### config.mk
export PLATFORM = sky130hd
export DESIGN_NAME = alu_sequencer_flat
export DESIGN_NICKNAME = d
export VERILOG_FILES = /design/src/rtl/alu_seq_pkg.sv /design/src/rtl/alu_sequencer_if.sv /design/src/rtl/alu_instr_decode.sv /design/src/rtl/alu_sequencer.sv /design/src/flat_wrapper.sv
export SDC_FILE = /design/constraint.sdc
export NUM_CORES = 1
export LEC_CHECK = 0
export BUFFER_PORTS_ARGS = -buffer_cell sky130_fd_sc_hd__buf_2
export CORE_MARGIN = 4
export CORE_UTILIZATION = 35
export CTS_BUF_LIST = sky130_fd_sc_hd__clkbuf_4
export CTS_CLUSTER_DIAMETER = 50
export CTS_CLUSTER_SIZE = 20
export DETAILED_ROUTE_END_ITERATION = 7
export PLACE_DENSITY = 0.68
export RECOVER_POWER = 25
export SLEW_MARGIN = 20
export SYNTH_ARGS = -nofsm -noshare
export SYNTH_HDL_FRONTEND = slang
export SYNTH_SLANG_ARGS = --single-unit
export TNS_END_PERCENT = 10
### constraint.sdc
create_clock -name clk -period 2.65 [get_ports clk]
set_input_delay 0.3975 -clock clk [delete_from_list [all_inputs] [get_ports clk]]
set_output_delay 0.3975 -clock clk [all_outputs]
set_load 0.01 [all_outputs]
### src/rtl/alu_seq_pkg.sv
// Shared definitions for the ALU instruction sequencer: states, opcodes, fields.
package alu_seq_pkg;

   localparam int unsigned INSTR_W = 16;
   localparam int unsigned FIELD_W = 4;
   localparam int unsigned IMM8_W  = 8;

   // Bit positions of the instruction fields (LSB of each 4-bit field)
   localparam int unsigned OP_LSB    = 12;
   localparam int unsigned RDEST_LSB = 8;
   localparam int unsigned EXT_LSB   = 4;
   localparam int unsigned RSRC_LSB  = 0;

   typedef enum logic [1:0] {
      ST_IDLE   = 2'd0,
      ST_DECODE = 2'd1,
      ST_EXEC   = 2'd2,
      ST_WB     = 2'd3
   } state_t;

   localparam logic [FIELD_W-1:0] OP_RTYPE = 4'b0000;
   localparam logic [FIELD_W-1:0] FN_AND   = 4'b0001;
   localparam logic [FIELD_W-1:0] FN_OR    = 4'b0010;
   localparam logic [FIELD_W-1:0] FN_XOR   = 4'b0011;
   localparam logic [FIELD_W-1:0] FN_ADD   = 4'b0101;
   localparam logic [FIELD_W-1:0] FN_SUB   = 4'b1001;
   localparam logic [FIELD_W-1:0] FN_CMP   = 4'b1011;
   localparam logic [FIELD_W-1:0] FN_MOV   = 4'b1101;

   // Instruction word split into its four nibble fields (MSB first)
   typedef struct packed {
      logic [FIELD_W-1:0] op;
      logic [FIELD_W-1:0] rdest;
      logic [FIELD_W-1:0] ext;
      logic [FIELD_W-1:0] rsrc;
   } instr_t;

   // True for any function code the ALU implements
   function automatic logic is_alu_fn(input logic [FIELD_W-1:0] f);
      return f inside {FN_AND, FN_OR, FN_XOR, FN_ADD, FN_SUB, FN_CMP, FN_MOV};
   endfunction

   // Arithmetic-class functions update the flags
   function automatic logic fn_sets_flags(input logic [FIELD_W-1:0] f);
      return f inside {FN_ADD, FN_SUB, FN_CMP};
   endfunction

   // Arithmetic/move immediates are signed; logical immediates are masks
   function automatic logic fn_imm_signed(input logic [FIELD_W-1:0] f);
      return f inside {FN_ADD, FN_SUB, FN_CMP, FN_MOV};
   endfunction

endpackage

### src/rtl/alu_sequencer_if.sv
// Instruction handshake between an instruction source and the sequencer.
interface alu_sequencer_if;
   import alu_seq_pkg::*;

   logic               instr_valid;
   logic [INSTR_W-1:0] instr;
   logic               instr_ready;

   modport master (output instr_valid, output instr, input instr_ready);
   modport slave  (input instr_valid, input instr, output instr_ready);

endinterface

### src/rtl/alu_instr_decode.sv
// Combinational decoder: instruction word to datapath controls.
module alu_instr_decode
   import alu_seq_pkg::*;
#(
   parameter int unsigned DATA_W = 16,
   parameter int unsigned OP_W   = 8
) (
   input  logic [INSTR_W-1:0] instr,
   output logic [OP_W-1:0]    alu_op,
   output logic [4:0]         muxA,
   output logic [4:0]         muxB,
   output logic [DATA_W-1:0]  imm,
   output logic               imm_control,
   output logic               writes_reg,
   output logic               sets_flags,
   output logic               illegal
);

   instr_t              f;
   logic [IMM8_W-1:0]   imm8;
   logic [FIELD_W-1:0]  fn;

   assign f    = instr_t'(instr);
   assign imm8 = {f.ext, f.rsrc};

   // Illegal words produce all-zero controls so nothing downstream moves
   always_comb begin
      alu_op      = '0;
      muxA        = '0;
      muxB        = '0;
      imm         = '0;
      imm_control = 1'b0;
      writes_reg  = 1'b0;
      sets_flags  = 1'b0;
      illegal     = 1'b0;
      fn          = (f.op == OP_RTYPE) ? f.ext : f.op;

      if (f.op == OP_RTYPE && is_alu_fn(f.ext)) begin
         alu_op = OP_W'(f.ext);
         muxA   = {1'b0, f.rdest};
         muxB   = {1'b0, f.rsrc};
      end else if (f.op != OP_RTYPE && is_alu_fn(f.op)) begin
         alu_op      = OP_W'(f.op);
         muxA        = {1'b0, f.rdest};
         imm_control = 1'b1;
         imm         = fn_imm_signed(f.op) ? DATA_W'($signed(imm8)) : DATA_W'(imm8);
      end else begin
         illegal = 1'b1;
      end

      if (!illegal) begin
         writes_reg = (fn != FN_CMP);
         sets_flags = fn_sets_flags(fn);
      end
   end

endmodule

### src/rtl/alu_sequencer.sv
// Instruction sequencer: accepts one instruction, then drives DECODE/EXEC/WB controls.
module alu_sequencer
   import alu_seq_pkg::*;
#(
   parameter int unsigned DATA_W = 16,
   parameter int unsigned NREGS  = 16,
   parameter int unsigned OP_W   = 8
) (
   input  logic              clk,
   input  logic              reset,
   alu_sequencer_if.slave    bus,
   output logic [OP_W-1:0]   alu_op,
   output logic [4:0]        muxA,
   output logic [4:0]        muxB,
   output logic [DATA_W-1:0] imm,
   output logic              imm_control,
   output logic              flag_en,
   output logic              buff_en,
   output logic [NREGS-1:0]  regs_en,
   output logic              done,
   output logic              illegal
);

   state_t              state, state_next;
   logic [INSTR_W-1:0]  instr_q;
   logic [INSTR_W-1:0]  instr_cur_c;
   logic                accept_c;
   logic                ready;

   logic [OP_W-1:0]     dec_alu_op;
   logic [4:0]          dec_muxA, dec_muxB;
   logic [DATA_W-1:0]   dec_imm;
   logic                dec_imm_control, dec_writes_reg, dec_sets_flags, dec_illegal;

   logic [OP_W-1:0]     alu_op_d;
   logic [4:0]          muxA_d, muxB_d;
   logic [DATA_W-1:0]   imm_d;
   logic                imm_control_d, flag_en_d, buff_en_d, done_d, illegal_d, ready_d;
   logic [NREGS-1:0]    regs_en_d;

   assign bus.instr_ready = ready;
   assign accept_c        = (state == ST_IDLE) && bus.instr_valid;
   // Decode the incoming word on the accept edge so DECODE-cycle controls are already registered
   assign instr_cur_c     = accept_c ? bus.instr : instr_q;

   alu_instr_decode #(.DATA_W(DATA_W), .OP_W(OP_W)) u_decode (
      .instr       (instr_cur_c),
      .alu_op      (dec_alu_op),
      .muxA        (dec_muxA),
      .muxB        (dec_muxB),
      .imm         (dec_imm),
      .imm_control (dec_imm_control),
      .writes_reg  (dec_writes_reg),
      .sets_flags  (dec_sets_flags),
      .illegal     (dec_illegal)
   );

   // Next state and the output values belonging to that next state
   always_comb begin
      state_next    = state;
      alu_op_d      = '0;
      muxA_d        = '0;
      muxB_d        = '0;
      imm_d         = '0;
      imm_control_d = 1'b0;
      flag_en_d     = 1'b0;
      buff_en_d     = 1'b0;
      regs_en_d     = '0;
      done_d        = 1'b0;
      illegal_d     = 1'b0;
      ready_d       = 1'b0;

      case (state)
         ST_IDLE:   if (accept_c) state_next = ST_DECODE;
         ST_DECODE: state_next = dec_illegal ? ST_IDLE : ST_EXEC;
         ST_EXEC:   state_next = ST_WB;
         ST_WB:     state_next = ST_IDLE;
         default:   state_next = ST_IDLE;
      endcase

      if (state_next != ST_IDLE) begin
         alu_op_d      = dec_alu_op;
         muxA_d        = dec_muxA;
         muxB_d        = dec_muxB;
         imm_d         = dec_imm;
         imm_control_d = dec_imm_control;
      end

      case (state_next)
         ST_IDLE:   ready_d   = 1'b1;
         ST_DECODE: illegal_d = dec_illegal;
         ST_EXEC:   flag_en_d = dec_sets_flags;
         ST_WB: begin
            buff_en_d = 1'b1;
            done_d    = 1'b1;
            if (dec_writes_reg) regs_en_d = NREGS'(1) << dec_muxA[3:0];
         end
         default: ready_d = 1'b1;
      endcase
   end

   // State, latched instruction and registered outputs
   always_ff @(posedge clk) begin
      if (reset) begin
         state       <= ST_IDLE;
         instr_q     <= '0;
         ready       <= 1'b1;
         alu_op      <= '0;
         muxA        <= '0;
         muxB        <= '0;
         imm         <= '0;
         imm_control <= 1'b0;
         flag_en     <= 1'b0;
         buff_en     <= 1'b0;
         regs_en     <= '0;
         done        <= 1'b0;
         illegal     <= 1'b0;
      end else begin
         state       <= state_next;
         if (accept_c) instr_q <= bus.instr;
         ready       <= ready_d;
         alu_op      <= alu_op_d;
         muxA        <= muxA_d;
         muxB        <= muxB_d;
         imm         <= imm_d;
         imm_control <= imm_control_d;
         flag_en     <= flag_en_d;
         buff_en     <= buff_en_d;
         regs_en     <= regs_en_d;
         done        <= done_d;
         illegal     <= illegal_d;
      end
   end

endmodule

### src/flat_wrapper.sv
// flat-port wrapper written by rule: the top's interface ports become plain ports
module alu_sequencer_flat import alu_seq_pkg::*;
#(
   parameter int unsigned DATA_W = 16,
   parameter int unsigned NREGS  = 16,
   parameter int unsigned OP_W   = 8
)
  (clk, reset, alu_op, muxA, muxB, imm, imm_control, flag_en, buff_en, regs_en, done, illegal, bus_instr_valid, bus_instr, bus_instr_ready);
  alu_sequencer_if bus_i ();
  input  logic clk;
  input  logic reset;
  output logic [OP_W-1:0] alu_op;
  output logic [4:0] muxA;
  output logic [4:0] muxB;
  output logic [DATA_W-1:0] imm;
  output logic imm_control;
  output logic flag_en;
  output logic buff_en;
  output logic [NREGS-1:0] regs_en;
  output logic done;
  output logic illegal;
  input wire logic [$bits(bus_i.instr_valid)-1:0] bus_instr_valid;
  input wire logic [$bits(bus_i.instr)-1:0] bus_instr;
  output wire logic [$bits(bus_i.instr_ready)-1:0] bus_instr_ready;
  assign bus_i.instr_valid = bus_instr_valid;
  assign bus_i.instr = bus_instr;
  assign bus_instr_ready = bus_i.instr_ready;
  alu_sequencer #(.DATA_W(DATA_W), .NREGS(NREGS), .OP_W(OP_W)) u_core (.clk(clk), .reset(reset), .bus(bus_i), .alu_op(alu_op), .muxA(muxA), .muxB(muxB), .imm(imm), .imm_control(imm_control), .flag_en(flag_en), .buff_en(buff_en), .regs_en(regs_en), .done(done), .illegal(illegal));
endmodule
==> qor.yml <==
sta:
  fin_crit_ps: 2350
  rsz0062_at_grt: "no"
  worst_pin_slew_ps: 545
  timing.fmax_mhz: 425
  finalMaxSlewViolations: 0
  setup_tns_ps: 0
  final_hold_viol_count: 0
  fin_hold_ws_ps: 257
  slew_headroom_pct: 63.6
  fin_crit_sh_pct: 88.8
  setup_violations: 0
  clock_skew_ps: 10.5
global_routing:
  antenna_found_initial: 0
  overflow: 0
  grt_pass1_vias: 1884
  grt_pass1_wl_um: 8860
  grt_max_degree: 23
  track_usage_pct: 14.9
logic_synthesis:
  synth_area_mm2: 0.00229
  synth_top_cell_by_area: "dfxtp_1"
  ys.flop_type: "dfxtp_1"
  yosys.area.top_type_share_pct: 52.4
  syn_area_per_cell_um2: 9.84
  synth_xor_area_share_pct: 0
  synth_area_leaders: "dfxtp_1 52%, mux2i_1 6.1%, nor2_1 5.6%, nor4_1 5.5%, buf_4 4.6%"
  synth_seq_cells: 60
  synth.area.mux_share_pct: 8.57
  syn_inst: 233
  yosysSeqAreaShare_pct: 52.4
  synth_cell_types: 42
  synth_top_family_by_area: "simple AND/OR/NAND/NOR gates"
  yosys.area_share.simple_pct: 22.2
  synth_compound_area_share_pct: 8.13
  ys.warnings.count: 0
  async_flop_share_pct: 0
  synth_fa_ha_area_share_pct: 0
  synth_edf_count: 0
setup_path:
  endpoint_kind: "flip-flop"
  r2r_setup_slack_ps: 300
  path_class: "flip-flop to flip-flop"
  worstPathArrival_ps: 2600
  reg2reg_from: "u_core.state[0]"
  reg2regPathDepth: 5
  required_ps: 2890
  crit_path_start: "u_core.state[0]"
  worstSetupStartpointType: "flip-flop"
  r2r_end: "u_core.flag_en"
  cp_max_fo: 9
route:
  postRouteAntennaNets: 0
  vias_per_cell: 5.05
  top_layer: "met4"
  route.detailed.drc: 0
  drt-wirelength-per-cell_um: 14.9
  drtIter0Drc: 71
  wl_met3_um: 463
  vias: 1943
  first_pass_iters: 4
  met2_length_um: 2740
  routed_wl_um: 5730
  wl_met1_um: 2480
floorplanning:
  die_w_um: 88.9
  core_mm2: 0.00635
  io_pins: 75
  die_area_mm2: 0.00791
  die_h_um: 88.9
  rows: 29
  start_util_pct: 36.1
cts:
  clock_sinks: 60
  tritoncts: "yes"
  cts_hold_buffers: 0
  clock_latency_ps: 400
  cts.clk_slew.worst_paths_ps: 100
  htreeDepth: 3
  cts_setup_buffers: 0
  cts_root_buf: "clkbuf_4"
  cts_buffers: 9
  clockBufferDepth: 2
worst_hold_path:
  whs_path_depth: 2
  hold_class: "primary input to flip-flop"
  hold_start: "bus_instr_valid"
  holdPathEnd: "u_core.state[0]"
final_layout:
  final_common_cell: "dfxtp_1"
  num-nets-final: 323
  syn2layout_area_growth_pct: 19.2
  fillers: 646
  drive_above_1_share_pct: 24.7
  diodes: 0
  final_cell_mix: "60 x dfxtp_1, 43 x buf_2, 34 x nor2_1"
place:
  finalWeightedCongestion: 0.872
  io_buffers: 68
  hpwl_um: 4360
outcome:
  outcome: "finished, final reports clean"
run:
  cap_violations: 0
pwr:
  p_leak_nw: 1.18
  cellPowerDensity_mw_per_mm2: 643
  peakVddDrop_mv: 0.433
## Yosys cell counts, types with 2 or more instances
| cell type | n |
|---|---|
| buf_2 | 3 |
| nor3_1 | 8 |
| nor2b_1 | 2 |
| buf_6 | 4 |
| inv_1 | 3 |
| o21bai_1 | 3 |
| and3_1 | 3 |
| nor3b_1 | 4 |
| o22ai_1 | 3 |
| nand2_1 | 12 |
| o21a_1 | 2 |
| mux2i_1 | 14 |
| nand2b_1 | 2 |
| clkbuf_1 | 4 |
| nand4_1 | 2 |
| buf_4 | 14 |
| dfxtp_1 | 60 |
| nand3_1 | 9 |
| nor4_1 | 20 |
| nor2_1 | 34 |
| mux2i_4 | 2 |
| a21oi_1 | 5 |
## report_power, final
| part | leakage [nW] | switching, mW | internal [mW] | total, mW |
|---|---|---|---|---|
| clock network | 0.0527 | 0.320 | 0.177 | 0.498 |
| registers | 0.488 | 0.0212 | 0.938 | 0.959 |
| logic | 0.639 | 0.184 | 0.116 | 0.300 |
## state kept, by name (all words and copies together) (netlist names)
name / cells
u_core.alu_op: 4
u_core.buff_en: 1
u_core.bus.instr_ready: 1
u_core.flag_en: 1
u_core.illegal: 1
u_core.imm: 9
u_core.imm_control: 1
u_core.instr_q: 16
u_core.muxA: 4
u_core.muxB: 4
u_core.regs_en: 16
u_core.state: 2
## critical path: stages (launching register included)
cell	delay, ps
dfxtp_1	390
or3b_1	630
buf_4	250
a21boi_1	210
a32oi_1	140
a2111oi_1	580
## cell type report
class	count	area [um2]	area share [%]
Sequential cell	60	1200	44.0
Multi-Input combinational cell	149	916	33.5
Timing Repair Buffer	81	407	14.9
Tap cell	77	96.3	3.53
Clock buffer	9	67.6	2.47
Clock inverter	6	32.5	1.19
Inverter	3	11.3	0.412
## how the worst max path moves through the flow
stage / slack (ps) / endpoint / cells past startpoint
final: 300 / u_core.flag_en / 5
after floorplan: 650 / u_core.regs_en[10] / 9
after detailed placement: 70 / u_core.flag_en / 6
after global routing: 100 / u_core.regs_en[0] / 5
after CTS: 150 / u_core.flag_en / 5
after global placement: 220 / u_core.flag_en / 6
## kinds of logic (layout without fill, tap and decap cells)
family / Yosys count / after routing
buffers and inverters: 29 / 99
and+or+nand+nor: 101 / 101
muxes: 17 / 17
DFF: 60 / 60
other: 1 / 6
AOI/OAI and AO/OA: 25 / 25
## routing by layer
layer / GRT usage, % / vias to the layer above
li1: - / 948
met1: 18.1 / 922
met2: 23.5 / 69
met3: 6.54 / 4
met4: 5.49 / 0
met5: 0 / -
## through the flow
stage | util, % | setup WS (ps) | total power [mW] | std cells | cell area (um2)
finish | 43.0 | 297 | 1.76 | 385 | 2730
global route | 43.0 | 100 | 1.85 | 385 | 2730
CTS | 43.5 | 153 | 1.78 | 385 | 2760
detailed placement | 41.9 | 68.2 | 1.28 | 370 | 2660
global placement | 41.9 | 218 | 1.28 | 370 | 2660
floorplan | - | 651 | 1.19 | 238 | 2310
## timing repair
item | in CTS | in global routing
endpoints found under the hold margin | 0 | 0
setup endpoints to repair | 0 | 1
resized for setup | 0 | 1
(Power assumes the default switching activity.)
